--- config.mk ---
export PLATFORM = sky130hd
export DESIGN_NAME = regfile_write_arbiter
export DESIGN_NICKNAME = d
export VERILOG_FILES = /design/src/rtl/regfile_write_arbiter.sv
export SDC_FILE = /design/constraint.sdc
export NUM_CORES = 1
export LEC_CHECK = 0
export BUFFER_PORTS_ARGS = -buffer_cell sky130_fd_sc_hd__buf_2
export CAP_MARGIN = 20
export CORE_MARGIN = 4
export CORE_UTILIZATION = 40
export CTS_CLUSTER_DIAMETER = 30
export DETAILED_ROUTE_END_ITERATION = 10
export GPL_ROUTABILITY_DRIVEN = 0
export PLACE_DENSITY = 0.7
export SYNTH_ARGS = -nofsm -noshare
export SYNTH_HDL_FRONTEND = slang
export SYNTH_SLANG_ARGS = --single-unit
--- constraint.sdc ---
create_clock -name clock -period 2.8 [get_ports clock]
set_clock_uncertainty 0.1 [all_clocks]
set_input_delay 0.14 -clock clock [delete_from_list [all_inputs] [get_ports clock]]
set_output_delay 0.14 -clock clock [all_outputs]
set_load 0.05 [all_outputs]
--- src/rtl/regfile_write_arbiter.sv ---
// Round-robin arbiter merging three register-file write requesters onto one registered write port.
// One-cycle accept-to-write latency; stall (or clr) withholds all grants and ptr holds.
module regfile_write_arbiter (
   input  logic        clock,
   input  logic        clr,
   input  logic [2:0]  req_valid,
   input  logic [14:0] req_addr,
   input  logic [95:0] req_data,
   input  logic        stall,
   output logic [2:0]  req_ready,
   output logic        ctrl_writeEnable,
   output logic [4:0]  ctrl_writeReg,
   output logic [31:0] ctrl_writeData,
   output logic [1:0]  grant_id,
   output logic [31:0] pending_mask,
   output logic [15:0] wr_count
);

   logic [1:0]  ptr;
   logic [1:0]  win;
   logic        win_vld;
   logic        xfer;
   logic [1:0]  c0, c1, c2;
   logic [4:0]  addr_a [3];
   logic [31:0] data_a [3];

   function automatic logic [1:0] rr_next(input logic [1:0] i);
      return (i == 2'd2) ? 2'd0 : i + 2'd1;
   endfunction

   for (genvar g = 0; g < 3; g++) begin : g_unpack
      assign addr_a[g] = req_addr[5*g +: 5];
      assign data_a[g] = req_data[32*g +: 32];
   end

   // Search order starts at ptr and wraps mod 3.
   always_comb begin
      c0      = ptr;
      c1      = rr_next(c0);
      c2      = rr_next(c1);
      win     = c0;
      win_vld = 1'b1;
      if (req_valid[c0])      win = c0;
      else if (req_valid[c1]) win = c1;
      else if (req_valid[c2]) win = c2;
      else                    win_vld = 1'b0;
   end

   always_comb begin
      req_ready = 3'b000;
      if (win_vld && !stall && !clr) req_ready[win] = 1'b1;
   end

   assign xfer = |req_ready;

   always_ff @(posedge clock or posedge clr) begin
      if (clr) begin
         ptr              <= 2'd0;
         ctrl_writeEnable <= 1'b0;
         ctrl_writeReg    <= 5'd0;
         ctrl_writeData   <= 32'd0;
         grant_id         <= 2'd0;
      end else if (xfer) begin
         ptr              <= rr_next(win);
         ctrl_writeEnable <= (addr_a[win] != 5'd0);
         ctrl_writeReg    <= addr_a[win];
         ctrl_writeData   <= data_a[win];
         grant_id         <= win;
      end else begin
         ctrl_writeEnable <= 1'b0;
      end
   end

   always_ff @(posedge clock or posedge clr) begin
      if (clr)
         wr_count <= 16'd0;
      else if (ctrl_writeEnable && wr_count != 16'hFFFF)
         wr_count <= wr_count + 16'd1;
   end

   // Register 0 is hardwired, so it never reads as pending.
   always_comb begin
      pending_mask = 32'd0;
      for (int i = 0; i < 3; i++)
         if (req_valid[i]) pending_mask[addr_a[i]] = 1'b1;
      if (ctrl_writeEnable) pending_mask[ctrl_writeReg] = 1'b1;
      pending_mask[0] = 1'b0;
   end

endmodule

Word level (Yosys, flattened, before mapping)

Index checks and enable logic that the tools add are counted.

Memories: 0
Bits in latches: 0
RAM bits: 0
Logic and storage cells: 81
ROM bits: 0
Bits of input ports: 117
Register bits: 58
Output and inout bits: 91

Order comparisons: 14
Mux-type cells: 37
$add $sub $neg: 4
Div/mod/pow operators: 0
Shifts and indexed selects: 0
Multiply operators: 0
Bitwise operators: 4
Reductions and logical operators: 12
Equal/unequal tests: 4

Operator list:

| cell                                                                         | number |
|---|---|
| 32-bit 2-to-1 mux                                                            | 6 |
| 32-bit OR                                                                    | 3 |
| 32-bit binary-select mux with 2-bit select                                   | 1 |
| 5-bit by 6-bit less-than comparator with 1-bit output, second input constant | 4 |
| 1-bit demux with 5-bit select                                                | 4 |
| 5-bit by 1-bit >= comparator with 1-bit output, second input constant        | 4 |
| 16-bit by 1-bit adder with 16-bit output, second input constant              | 1 |
| 16-bit != test, second input constant                                        | 1 |
| 2-bit by 3-bit less-than comparator with 1-bit output, second input constant | 4 |
| 1-bit 2-to-1 mux                                                             | 12 |
| 2-bit 2-to-1 mux                                                             | 6 |
| 5-bit binary-select mux with 2-bit select                                    | 1 |
| 5-bit 2-to-1 mux                                                             | 2 |
| 1-bit logical AND                                                            | 8 |
| 2-bit by 1-bit adder with 2-bit output, second input constant                | 3 |
| 1-bit binary-select mux with 2-bit select                                    | 3 |
| 2-bit == test, second input constant                                         | 3 |
| 5-bit nonzero test                                                           | 1 |
| 3-bit >= comparator, second input constant                                   | 1 |
| 3-bit 2-to-1 mux                                                             | 1 |
| 2-bit inverter with 3-bit output                                             | 1 |
| 3-bit OR reduction                                                           | 1 |
| 1-bit demux with 2-bit select                                                | 1 |
| 2-bit by 1-bit >= comparator with 1-bit output, second input constant        | 1 |
| 1-bit zero test                                                              | 2 |

Logic depth before layout (Yosys ltp)

Depth after elaboration: 16
Mapped depth: 8
Depth with buffers taken out: 7

Least setup slack after synthesis

No wires, ideal clock.

Kind: reg-to-output
From: register ctrl_writeReg[2]
To: output pending_mask[4]
Stages on the path, launching flop included: 4
Slack: 317 ps
Data required time: 2,560 ps
Path buffers: 1
Arrival: 2,243 ps
Cell sequence: dfrtp_1 clkbuf_1 or3b_2 o221ai_1

Longest elaborated chain between the ends: 6
Elaborated cells between the ends (all ways): 7
Those cells by class: order compare (2); mux (3); bitwise (1); reduce/logical (1)

RTL lines:

| element                                                                                                                                              | line | text |
|---|---|---|
| start: declaration                                                                                                                                   | 12   | `output logic [4:0] ctrl_writeReg,` |
| start signal: assignment                                                                                                                             | 66   | `ctrl_writeReg <= addr_a[win];` |
| 5-bit by 6-bit less-than comparator with 1-bit output (implied by the code) / 5-bit by 1-bit >= comparator with 1-bit output (equally long branches) | 86   | `if (ctrl_writeEnable) pending_mask[ctrl_writeReg] = 1'b1;` |
| 1-bit logical AND (implied by the code)                                                                                                              | 86   |  |
| 1-bit 2-to-1 mux (implied by the code)                                                                                                               | 86   |  |
| 1-bit demux with 5-bit select (*)                                                                                                                    | 86   |  |
| 32-bit OR (no line) (*)                                                                                                                              | --   |  |
| 32-bit 2-to-1 mux (*)                                                                                                                                | 86   |  |
| end: declaration                                                                                                                                     | 15   | `output logic [31:0] pending_mask,` |

Every way passes the cells marked *; elsewhere a longest branch is shown, timed or not.

Worst setup path after layout

From: register ptr[0], in the netlist c0[0]
To: register ctrl_writeData[22]

Longest elaborated chain between the ends: 15
Elaborated cells between the ends (all ways): 31
Those cells by class: add/sub (2); order compare (2); eq/ne (2); mux (20); bitwise (1); reduce/logical (4)

RTL lines:

| element                                                                                                                                              | line | text |
|---|---|---|
| start: declaration                                                                                                                                   | 19   | `logic [1:0] ptr;` |
| start signal: assignment                                                                                                                             | 64   | `ptr <= rr_next(win);` |
| 2-bit by 1-bit adder with 2-bit output / 2-bit == test (equally long branches)                                                                       | 28   | `return (i == 2'd2) ? 2'd0 : i + 2'd1;` |
| 2-bit 2-to-1 mux                                                                                                                                     | 28   |  |
| 2-bit by 1-bit adder with 2-bit output / 2-bit == test (equally long branches)                                                                       | 28   |  |
| 2-bit 2-to-1 mux                                                                                                                                     | 28   |  |
| 1-bit binary-select mux with 2-bit select                                                                                                            | 45   | `else if (req_valid[c2]) win = c2;` |
| 1-bit 2-to-1 mux (implied by the code)                                                                                                               | 45   |  |
| 2-bit 2-to-1 mux                                                                                                                                     | 45   |  |
| 2-bit 2-to-1 mux                                                                                                                                     | 44   | `else if (req_valid[c1]) win = c1;` |
| 2-bit 2-to-1 mux                                                                                                                                     | 43   | `if (req_valid[c0]) win = c0;` |
| 2-bit by 3-bit less-than comparator with 1-bit output (implied by the code) / 2-bit by 1-bit >= comparator with 1-bit output (equally long branches) | 51   | `if (win_vld && !stall && !clr) req_ready[win] = 1'b1;` |
| 1-bit logical AND (implied by the code)                                                                                                              | 51   |  |
| 1-bit 2-to-1 mux (implied by the code)                                                                                                               | 51   |  |
| 1-bit demux with 2-bit select                                                                                                                        | 51   |  |
| 3-bit 2-to-1 mux                                                                                                                                     | 51   |  |
| 3-bit OR reduction                                                                                                                                   | 54   | `assign xfer = \|req_ready;` |
| end signal: assignment                                                                                                                               | 67   | `ctrl_writeData <= data_a[win];` |
| end: declaration                                                                                                                                     | 13   | `output logic [31:0] ctrl_writeData,` |

Parallel ways exist; a longest one is shown, timed or not. The select of a mux whose other input is x is not followed.
A chain may end at the register's enable or synchronous reset.

==> run_results.csv <==
group,metric,value,unit
status,status,"complete, no violations",
worst_setup_path,crit_required,2.96,ns
cells_and_area,layout.cells.most_common,"sky130_fd_sc_hd__buf_2",
synth,ys_dominant_reg_cell,"sky130_fd_sc_hd__dfrtp_1",
placement,dpl.hpwl,10.75,mm
pwr,power.leakage,2.694,nW
sta,worst_slew_pin_slew,0.7429,ns
cells_and_area,layout_common_cells,"sky130_fd_sc_hd__buf_2 (206), sky130_fd_sc_hd__nand2_1 (64), sky130_fd_sc_hd__dfrtp_1 (58)",
run,cap_violations,0,
global_routing,groute.usage.overall,0.2582,
pwr,power.density_cell_area,786.2,nW/um2
cells_and_area,layout.cells.non_filler,798,
worst_setup_path,timing.critical_path.to,"ctrl_writeData[22]$_DFFE_PP0P_",
clock_tree,post_cts.resized_instances,0,
synth,warning_count_from_the_yosys_run,0,
sta,finalHoldViolations,0,
clock_tree,cts_buffers,9,
clock_tree,cts_num_sinks,58,
synth,syn-num-nets,557,
worst_setup_path,rr_worst_depth,7,
clock_tree,clk_path_buf_depth,2,
routing,route.detailed.wl_per_inst,18.90,um
synth,synthDistinctLibCells,52,
routing,drt_first_iter_violations,477,
global_routing,global_route_wire_length_before_repair,23.83,mm
sta,finalSetupViolations,0,
synth,yosysSeqAreaShare,0.3743,
floorplan,die_h,106.5,um
worst_setup_path,crit_start_category,"flip-flop",
routing,dr_total_vias,4716,
clock_tree,clock_pin_transition_on_the_worst_setup_and_hold_timing_paths,0.08,ns
floorplan,fp.dieW,106.5,um
sta,slew-limit-headroom,0.5029,
worst_setup_path,setup.reg_to_reg.worst_slack,0.22,ns
pwr,finalPower,4.338,mW
routing,post_drt_via_cell_ratio,5.910,
global_routing,grt_remaining_overflow,0,
worst_setup_path,critPathCaptureType,"flip-flop",
floorplan,die_area,11330,um2
min_path,worst_min_path_class,"input port to flip-flop",
worst_setup_path,setup.worst_path.start,"c0[0]$_DFFE_PP0P_",
synth,syn_area,3877,um2
synth,share_of_async_settable_or_async_resettable_flops_after_synthesis,1.000,
synth,avgSynthCellArea,8.833,um2
sta,fmax,0.3882,GHz
routing,firstDrtPassIters,8,
cells_and_area,diodes,0,
global_routing,antenna_violations_before_repair,1,
global_routing,grt_pass1_vias,4680,
clock_tree,htree_levels,3,
routing,route.detailed.drc,0,
floorplan,core_area,9328,um2
global_routing,grt_start_max_net_pins,43,
cells_and_area,num-nets-final,782,
floorplan,rows,35,
placement,port-buffer-count,206,
worst_setup_path,maximum_fanout_along_the_worst_path,33,
worst_setup_path,r2r_start,"c0[0]$_DFFE_PP0P_",
pwr,irDropWorstVdd,0.5670,mV
cells_and_area,final_area,5518,um2
worst_setup_path,timing_worst_setup_path_type,"flip-flop to flip-flop",
cells_and_area,final_layout_size_suffix_gt1_frac,0.3812,
clock_tree,root_buffer,"sky130_fd_sc_hd__clkbuf_8",
placement,placed_cell_area,4902,um2
synth,yosys_register_bits,58,
synth,synth_enable_flop_cells,0,
routing,finalWirelength,15.09,mm
sta,layout_min_cycle_time,2.576,ns
clock_tree,cts_tree,"yes",
floorplan,starting_density,0.4157,
clock_tree,clock_insertion_delay_worst_skew,0.33,ns
cells_and_area,area_growth_syn_to_layout,42.30,%
sta,min_period_over_period,0.9200,
sta,final.hold.worst_slack,0.01357,ns
worst_setup_path,r2r-end,"ctrl_writeData[22]$_DFFE_PP0P_",
floorplan,design.portCount,208,
synth,synthCells,439,
sta,rsz_0062_raised_after_global_routing,"no",
placement,dp_cells,740,
sta,maxSlewViolCount,0,
routing,route.antenna.remaining_nets,0,
sta,fin_setup_tns,0,ns
worst_setup_path,worst-endpoint-arrival,2.73,ns
-- kinds of logic after synthesis --
group / synth area share
simple gates: 0.2130
flops: 0.3743
xor+xnor: 0.03614
other cells: 0.0009671
fa+ha+maj: 0.003226
mux: 0.008712
compound gates: 0.2946
buf+inv: 0.06906
-- cells in the mapped netlist, types with 5 or more instances --
cell type,number,area share
sky130_fd_sc_hd__nand2_1,64,0.062
sky130_fd_sc_hd__dfrtp_1,58,0.37
sky130_fd_sc_hd__a222oi_1,37,0.096
sky130_fd_sc_hd__nor2_1,30,0.029
sky130_fd_sc_hd__o21ai_1,27,0.035
sky130_fd_sc_hd__clkbuf_1,21,0.020
sky130_fd_sc_hd__o221ai_1,15,0.034
sky130_fd_sc_hd__o22ai_1,13,0.021
sky130_fd_sc_hd__a221o_1,12,0.031
sky130_fd_sc_hd__a21oi_1,11,0.014
sky130_fd_sc_hd__buf_2,10,0.013
sky130_fd_sc_hd__nand3b_1,10,0.019
sky130_fd_sc_hd__o21ai_0,10,0.013
sky130_fd_sc_hd__nand3_1,9,0.012
sky130_fd_sc_hd__nor3b_1,9,0.017
sky130_fd_sc_hd__xnor2_1,9,0.020
sky130_fd_sc_hd__inv_1,8,0.0077
sky130_fd_sc_hd__buf_6,7,0.020
sky130_fd_sc_hd__xor2_1,7,0.016
sky130_fd_sc_hd__and3_1,6,0.0097
sky130_fd_sc_hd__or3b_2,6,0.014
sky130_fd_sc_hd__a22oi_1,5,0.0097
-- power by group --
part	switching [mW]	total [mW]	internal [mW]	leakage, nW
combinational	1.56	2.26	0.698	1.86
sequential	0.234	1.30	1.06	0.740
clock	0.367	0.784	0.417	0.0962
-- state kept, by name, summed over array words and instances (netlist names) --
name	count
ctrl_writeEnable	1
c0	2
wr_count	16
ctrl_writeReg	5
grant_id	2
ctrl_writeData	32
-- worst max-delay path, cell delays in order, from the launching register on --
cell,delay (ns)
sky130_fd_sc_hd__dfrtp_1,0.52
sky130_fd_sc_hd__nor3_1,0.28
sky130_fd_sc_hd__nor2_2,0.07
sky130_fd_sc_hd__o21ai_2,0.23
sky130_fd_sc_hd__buf_4,0.39
sky130_fd_sc_hd__a222oi_1,0.18
sky130_fd_sc_hd__dlygate4sd3_1,0.60
sky130_fd_sc_hd__o21ai_1,0.12
-- layout make-up --
cell class,instances,area (um2)
Inverter,8,30.03
Clock buffer,9,123.9
Sequential cell,58,1451
Multi-Input combinational cell,331,2168
Tap cell,129,161.4
Timing Repair Buffer,256,1506
Clock inverter,7,76.32
Fill cell,864,3810
-- metrics by stage --
stage	utilization	setup WS, ns
2_1_floorplan	-	0.3173
3_5_place_dp	0.5256	0.4928
5_1_grt	0.5915	0.03007
4_1_cts	0.5899	0.1174
6_report	0.5915	0.2241
3_3_place_gp	0.5256	0.5746
-- what timing repair did --
action | 4_1_cts | 5_1_grt
hold buffers | 40 | 0
setup endpoints to repair | 0 | 1
buffers inserted | 0 | 2
hold endpoints to repair | 61 | 0
-- how the worst min path moves through the flow --
stage	start	endpoint	cells after the start
2_1_floorplan	req_data[74]	ctrl_writeData[10]$_DFFE_PP0P_	2
3_3_place_gp	clr	ctrl_writeData[29]$_DFFE_PP0P_	2
3_5_place_dp	clr	ctrl_writeData[29]$_DFFE_PP0P_	2
4_1_cts	req_data[50]	ctrl_writeData[18]$_DFFE_PP0P_	3
5_1_grt	req_data[50]	ctrl_writeData[18]$_DFFE_PP0P_	3
6_report	req_data[50]	ctrl_writeData[18]$_DFFE_PP0P_	3
-- routing by layer --
layer / vias to the layer above / global-route usage / wire length [um]
met5: - / 0 / 13
met4: 2 / 0.08767 / 338
met3: 34 / 0.07772 / 1880
met2: 323 / 0.4290 / 7262
met1: 2217 / 0.3198 / 5590
li1: 2140 / - / -
Note: power is estimated with default switching activity, not from simulation.
